## config.mk

```make
export PLATFORM = sky130hd
export DESIGN_NAME = rf_wb_arbiter
export DESIGN_NICKNAME = d
export VERILOG_FILES = /design/src/rtl/rf_wb_arbiter_pkg.sv /design/src/rtl/rf_wb_arbiter_scoreboard.sv /design/src/rtl/rf_wb_arbiter.sv
export SDC_FILE = /design/constraint.sdc
export NUM_CORES = 1
export LEC_CHECK = 0
export ABC_AREA = 1
export CAP_MARGIN = 20
export CORE_AREA = 2 2 179 93
export CTS_CLUSTER_SIZE = 8
export DETAILED_ROUTE_END_ITERATION = 8
export DIE_AREA = 0 0 181 95
export PLACE_DENSITY = 0.77
export REMOVE_ABC_BUFFERS = 1
export SETUP_SLACK_MARGIN = 0.2
export SYNTH_ARGS = -nofsm -noshare
export SYNTH_HDL_FRONTEND = slang
export SYNTH_HIERARCHICAL = 1
export SYNTH_SLANG_ARGS = --single-unit
```

## constraint.sdc

```tcl
create_clock -name clk -period 3 [get_ports clk]
set_input_delay 0.45 -clock clk [delete_from_list [all_inputs] [get_ports clk]]
set_output_delay 0.45 -clock clk [all_outputs]
set_load 0.03 [all_outputs]
```

## src/rtl/rf_wb_arbiter_pkg.sv

```systemverilog
// Purpose: shared MIPS writeback definitions: register count, field widths, skid-buffer FSM encoding.
// Latency: n/a (types and constants only).
// Backpressure: n/a.
package rf_wb_arbiter_pkg;

  localparam int NUM_REGS = 32;
  localparam int REG_W    = $clog2(NUM_REGS);
  localparam int DATA_W   = 32;
  localparam int CNT_W    = REG_W + 1;  // holds 0..31 pending destinations

  // Skid-buffer occupancy for the multi-cycle result path.
  typedef enum logic {
    ST_EMPTY = 1'b0,
    ST_FULL  = 1'b1
  } md_state_t;

  // One register-file write: destination plus data.
  typedef struct packed {
    logic [REG_W-1:0]  addr;
    logic [DATA_W-1:0] data;
  } wr_req_t;

endpackage

```

## src/rtl/rf_wb_arbiter_scoreboard.sv

```systemverilog
// Purpose: tracks destinations of in-flight multi-cycle ops and raises decode stall on RAW/WAW hazards.
// Latency: stall is combinational; pending/pend_cnt update on the next rising edge.
// Backpressure: an issue blocked by stall does not set pending; the issuer must hold it.
//
// Ports:
//   clk, rst_n          clock, async active-low reset
//   iss_valid, iss_reg  multi-cycle op issued this cycle and its destination
//   clr_valid, clr_reg  multi-cycle result is on the register-file write port this cycle
//   rd_reg1, rd_reg2    decode source registers
//   stall               decode must hold
//   pend_cnt            number of set pending bits
module rf_scoreboard
  import rf_wb_arbiter_pkg::*;
(
  input  logic             clk,
  input  logic             rst_n,
  input  logic             iss_valid,
  input  logic [REG_W-1:0] iss_reg,
  input  logic             clr_valid,
  input  logic [REG_W-1:0] clr_reg,
  input  logic [REG_W-1:0] rd_reg1,
  input  logic [REG_W-1:0] rd_reg2,
  output logic             stall,
  output logic [CNT_W-1:0] pend_cnt
);

  logic [NUM_REGS-1:0] pending;
  logic [NUM_REGS-1:0] pending_nxt;
  logic                raw1;
  logic                raw2;
  logic                waw;
  logic                set_en;
  logic                clr_en;

  always_comb begin
    raw1 = (rd_reg1 != '0) && pending[rd_reg1];
    raw2 = (rd_reg2 != '0) && pending[rd_reg2];
    // The older write to iss_reg is landing this cycle, so re-issuing to the
    // same destination is not a WAW hazard; the new set then wins over the clear.
    waw  = iss_valid && pending[iss_reg] &&
           !(clr_valid && (clr_reg == iss_reg));
    stall = raw1 || raw2 || waw;

    set_en = iss_valid && (iss_reg != '0) && !stall;
    clr_en = clr_valid && (clr_reg != '0) && pending[clr_reg];

    pending_nxt = pending;
    if (clr_en) pending_nxt[clr_reg] = 1'b0;
    if (set_en) pending_nxt[iss_reg] = 1'b1;
  end

  always_ff @(posedge clk or negedge rst_n) begin
    if (!rst_n) begin
      pending <= '0;
    end else begin
      pending <= pending_nxt;
    end
  end

  // set_en only fires on a bit that is clear or being cleared this cycle, so
  // +1/-1 bookkeeping stays equal to the population count.
  always_ff @(posedge clk or negedge rst_n) begin
    if (!rst_n) begin
      pend_cnt <= '0;
    end else begin
      case ({set_en, clr_en})
        2'b10:   pend_cnt <= pend_cnt + CNT_W'(1);
        2'b01:   pend_cnt <= pend_cnt - CNT_W'(1);
        default: pend_cnt <= pend_cnt;
      endcase
    end
  end

endmodule

```

## src/rtl/rf_wb_arbiter.sv

```systemverilog
// Purpose: arbitrates the register-file write port between the pipeline WB stage and a multi-cycle unit.
// Latency: registered outputs, write appears one cycle after the winning request is sampled.
// Backpressure: pipeline WB always wins; md side sees md_ready low while its one-entry skid buffer is full.
//
// Ports:
//   clk, rst_n                       clock, async active-low reset
//   wb_we, wb_reg, wb_data           pipeline WB request (never stalled)
//   md_valid, md_ready, md_reg, md_data  multi-cycle result handshake
//   iss_valid, iss_reg               multi-cycle op issued this cycle
//   rd_reg1, rd_reg2, stall          decode sources and hazard stall
//   regwrite, writereg, writedata    register-file write port
//   pend_cnt                         count of pending multi-cycle destinations
module rf_wb_arbiter
  import rf_wb_arbiter_pkg::*;
(
  input  logic              clk,
  input  logic              rst_n,
  input  logic              wb_we,
  input  logic [REG_W-1:0]  wb_reg,
  input  logic [DATA_W-1:0] wb_data,
  input  logic              md_valid,
  output logic              md_ready,
  input  logic [REG_W-1:0]  md_reg,
  input  logic [DATA_W-1:0] md_data,
  input  logic              iss_valid,
  input  logic [REG_W-1:0]  iss_reg,
  input  logic [REG_W-1:0]  rd_reg1,
  input  logic [REG_W-1:0]  rd_reg2,
  output logic              stall,
  output logic              regwrite,
  output logic [REG_W-1:0]  writereg,
  output logic [DATA_W-1:0] writedata,
  output logic [CNT_W-1:0]  pend_cnt
);

  md_state_t state;
  md_state_t state_nxt;
  wr_req_t   buf_q;
  wr_req_t   sel;
  logic      sel_vld;
  logic      sel_md;
  logic      md_accept;
  logic      md_wr_q;

  assign md_ready  = (state == ST_EMPTY);
  assign md_accept = md_valid && md_ready;

  always_ff @(posedge clk or negedge rst_n) begin
    if (!rst_n) begin
      state <= ST_EMPTY;
    end else begin
      state <= state_nxt;
    end
  end

  always_comb begin
    state_nxt = state;
    sel_vld   = 1'b0;
    sel_md    = 1'b0;
    sel.addr  = wb_reg;
    sel.data  = wb_data;
    if (wb_we) begin
      sel_vld = 1'b1;
      if (md_accept) state_nxt = ST_FULL;
    end else if (state == ST_FULL) begin
      sel_vld   = 1'b1;
      sel_md    = 1'b1;
      sel       = buf_q;
      state_nxt = ST_EMPTY;
    end else if (md_accept) begin
      // Idle port: the accepted result bypasses the buffer.
      sel_vld  = 1'b1;
      sel_md   = 1'b1;
      sel.addr = md_reg;
      sel.data = md_data;
    end
  end

  // Buffer only loads when the md result loses to the pipeline.
  always_ff @(posedge clk or negedge rst_n) begin
    if (!rst_n) begin
      buf_q <= '0;
    end else if (wb_we && md_accept) begin
      buf_q.addr <= md_reg;
      buf_q.data <= md_data;
    end
  end

  // Register-0 writes are consumed but never raise regwrite.
  always_ff @(posedge clk or negedge rst_n) begin
    if (!rst_n) begin
      regwrite  <= 1'b0;
      writereg  <= '0;
      writedata <= '0;
      md_wr_q   <= 1'b0;
    end else begin
      regwrite <= sel_vld && (sel.addr != '0);
      md_wr_q  <= sel_vld && sel_md && (sel.addr != '0);
      if (sel_vld) begin
        writereg  <= sel.addr;
        writedata <= sel.data;
      end
    end
  end

  // Pending clears while the md write is on the port, so dependent reads
  // stay stalled until the register file actually holds the value.
  rf_scoreboard u_scoreboard (
    .clk       (clk),
    .rst_n     (rst_n),
    .iss_valid (iss_valid),
    .iss_reg   (iss_reg),
    .clr_valid (md_wr_q),
    .clr_reg   (writereg),
    .rd_reg1   (rd_reg1),
    .rd_reg2   (rd_reg2),
    .stall     (stall),
    .pend_cnt  (pend_cnt)
  );

endmodule

```

==> impl_metrics.json <==
{
  "synth.avg_cell_area_um2": 6.95,
  "rsz0062_at_grt": "true",
  "grt_first_pass_wirelength_um": 39800,
  "detailedPlace.worstSlack_ns": -0.578,
  "drtPass1Iterations": 5,
  "timing.final.hold_violations": 0,
  "layout-drive-gt1-share_pct": 17.5,
  "tritoncts": "done",
  "critPathKind": "flip-flop to flip-flop",
  "io-pin-count": 140,
  "grt_pass1_vias": 7376,
  "rr_endpoint": "u_scoreboard/pend_cnt[4]",
  "report.final.setup_viol": 0,
  "clock-sinks": 115,
  "dieHeight_um": 95,
  "gr-total-overflow": 0,
  "ant_nets": 0,
  "sequential_element_share_of_the_synthesized_area_pct": 38.9,
  "fin_crit_ns": 2.90,
  "worst_ep_required_time_ns": 3.34,
  "multiInputGateArea_um2": 3970,
  "total_power_per_unit_cell_area_nw_per_um2": 664,
  "cp_data_arrival_time_ns": 3.23,
  "timing.critical_path.from": "writereg[1]",
  "hold_buffers": 0,
  "post_drt_wl_per_cell_um": 16.9,
  "worst-r2r-setup-slack_ns": 0.10,
  "maximum_fanout_encountered_on_the_critical_timing_path": 6,
  "post_dp_cell_area_um2": 9270,
  "die-width_um": 181,
  "viasPerCell": 5.42,
  "die-area_um2": 17200,
  "async_reset_ff_share_pct": 100,
  "clk-insertion-delay-late_ns": 0.41,
  "synth_enable_flop_cells": 0,
  "worstReg2RegStart": "writereg[1]",
  "worst_path_most_repeated_cell": "nand2_1",
  "row_count": 33,
  "finClkSkew_ns": 0.00769,
  "leakagePower_nw": 4.89,
  "fillerInstances": 1374,
  "clock_path_buffers": 2,
  "register_area_um2": 2880,
  "netlist-cell-type-count": 37,
  "routability_driven_placement_congestion_ratio": 1.05,
  "critical_path.endpoint_type": "flip-flop",
  "transition_time_of_the_tightest_slew_check_pin_ns": 0.757,
  "post-route-cell-area_um2": 10200,
  "port_buffers": 139,
  "ff2ff_path_depth": 19,
  "report.power.total_mw": 6.80,
  "worst_slew_margin_rel_pct": 49.6,
  "finalNetCount": 1353,
  "syn_area_um2": 7400,
  "cts-buffers-inserted": 17,
  "cts_root_buffer": "clkbuf_16",
  "design.core.area_um2": 15900,
  "synth_register_bits": 115,
  "fin_crit_sh_pct": 96.5,
  "max-cap-violations": 0,
  "drt-total-wl_um": 24900,
  "grt_antenna_before_repair": 0,
  "setup_ws_ns": 0.104,
  "remaining_drc_errors": 0,
  "cts.htree.levels": 4,
  "ys_dominant_reg_cell": "dfrtp_1",
  "critPathSlowestCell": "dfrtp_2",
  "largest_net_degree_at_the_start_of_global_routing": 60,
  "initial_core_utilization_pct": 46.7,
  "maxSlewViolCount": 0,
  "critPathMaxStageDelay_ns": 0.48,
  "drt-initial-drc-count": 899,
  "post-dp-hpwl_um": 17800,
  "antenna_cells": 0,
  "post_synth_inst_count": 1065,
  "critPathLaunchType": "flip-flop",
  "run_status": "completed",
  "grtUsageTotal_pct": 30.0,
  "area_growth_syn_to_layout_pct": 38.2,
  "total_number_of_vias": 8002,
  "worstPathCellList": "nor2_4, clkbuf_4, a22oi_1, nand2_1, nand2_1, nand2_1, nor2_1, nand2_2, nand2_4, inv_2, ha_4, inv_2, fa_1, inv_1, nand2_1, nand2_1, a21oi_1, or2_2, a31oi_1",
  "synth_warnings": 6,
  "ir_drop_mv": 0.513,
  "max_freq_mhz": 345,
  "worst_hold_slack_across_all_endpoints_ns": 0.0997,
  "worstHoldPathType": "input pin to asynchronous set/reset pin",
  "clkSlewWorstSetupHoldPaths_ns": 0.05
}
[worst max-delay path: cells and delay by family, from the launching register on]
| kind | cells | cell delay (ns) |
|---|---|---|
| buffers and inverters | 4 | 0.44 |
| adder cells (fa/ha/maj) | 2 | 0.55 |
| AND/OR/NAND/NOR | 10 | 1.05 |
| AO/OA/AOI/OAI | 3 | 0.30 |
| flip-flops | 1 | 0.48 |
[worst max-delay path by stage]
stage	endpoint	depth (start not counted)	slack, ns
after detailed placement	u_scoreboard/pend_cnt[5]	22	-0.58
after CTS	stall	13	0.17
after global routing	stall	10	0.006
final	u_scoreboard/pend_cnt[4]	19	0.10
after floorplan	u_scoreboard/pend_cnt[5]	18	-0.38
after global placement	u_scoreboard/pend_cnt[5]	22	-0.48
[cell usage in the layout (no fill, tap or decap), types with 7 or more instances in the layout]
cell type | netlist | layout
a21oi_1 | 17 | 15
a22oi_1 | 15 | 12
buf_4 | 3 | 76
buf_6 | 6 | 7
clkbuf_16 | 0 | 17
clkdlybuf4s50_1 | 0 | 128
dfrtp_1 | 115 | 110
inv_1 | 92 | 87
inv_2 | 12 | 12
inv_4 | 3 | 7
nand2_1 | 421 | 415
nand2_2 | 3 | 9
nand3_1 | 68 | 63
nand4_1 | 33 | 33
nor2_1 | 57 | 56
nor3_2 | 6 | 11
o211ai_1 | 8 | 8
o21ai_0 | 83 | 82
o21ai_1 | 11 | 12
o21ai_2 | 24 | 24
[cells by family after synthesis]
logic type | synth area share (%)
simple gates | 35.4
fa+ha+maj | 1.12
compound gates | 13.3
xor+xnor | 0.355
mux | 0.812
buf+inv | 10.2
flops | 38.9
[through the flow]
step / instances / TNS [ns] / utilization (%)
floorplan: 1011 / -0.710 / -
global route: 1476 / 0 / 64.5
CTS: 1474 / 0 / 63.9
finish: 1476 / 0 / 64.5
detailed placement: 1431 / -1.57 / 58.4
global placement: 1431 / -1.41 / 58.4
[power breakdown]
part / switching [mW] / internal (mW) / leakage [nW]
clock network: 0.702 / 1.39 / 0.303
registers: 0.451 / 1.90 / 1.34
logic: 1.35 / 0.998 / 3.25
[metal layers]
| layer | wire (um) | vias to the layer above | track usage, % |
|---|---|---|---|
| li1 | - | 3810 | - |
| met1 | 12300 | 3747 | 46.4 |
| met2 | 9700 | 415 | 40.4 |
| met3 | 2690 | 30 | 8.41 |
| met4 | 283 | 0 | 7.25 |
| met5 | 0 | - | 0 |
[repair_timing]
| action | CTS | global route |
|---|---|---|
| resized for setup | 46 | 27 |
| pin swaps | 13 | 8 |
| cloned | 1 | 1 |
| setup buffers | 10 | 1 |
| setup endpoints to repair | 4 | 4 |
[registers in the layout, summed over array words and instances (netlist names)]
name	count
writedata	32
writereg	5
u_scoreboard/pending	32
md_wr_q	1
state	1
buf_q	37
regwrite	1
u_scoreboard/pend_cnt	6
[layout make-up]
cell class / instances / area share (%)
repair buffers: 223 / 20.3
multi-input cells: 789 / 38.8
well taps: 210 / 2.57
inverters: 107 / 4.15
clock buffers: 23 / 4.77
flip-flops and latches: 115 / 28.2
clock inverters: 9 / 1.24
[cells in the mapped netlist, types with 10 or more instances]
cell type  instances  area [um2]
clkbuf_1          14        52.6
a22oi_1           15         113
o21ai_1           11        55.1
inv_2             12        45.0
nand4_1           33         206
dfrtp_1          115        2880
nand3_1           68         340
nor2_1            57         214
nand2_1          421        1580
o21ai_2           24         210
buf_2             28         140
a21oi_1           17        85.1
o21ai_0           83         415
inv_1             92         345
nor3_1            10        50.1
No activity file was read; power rests on OpenSTA's default activity.
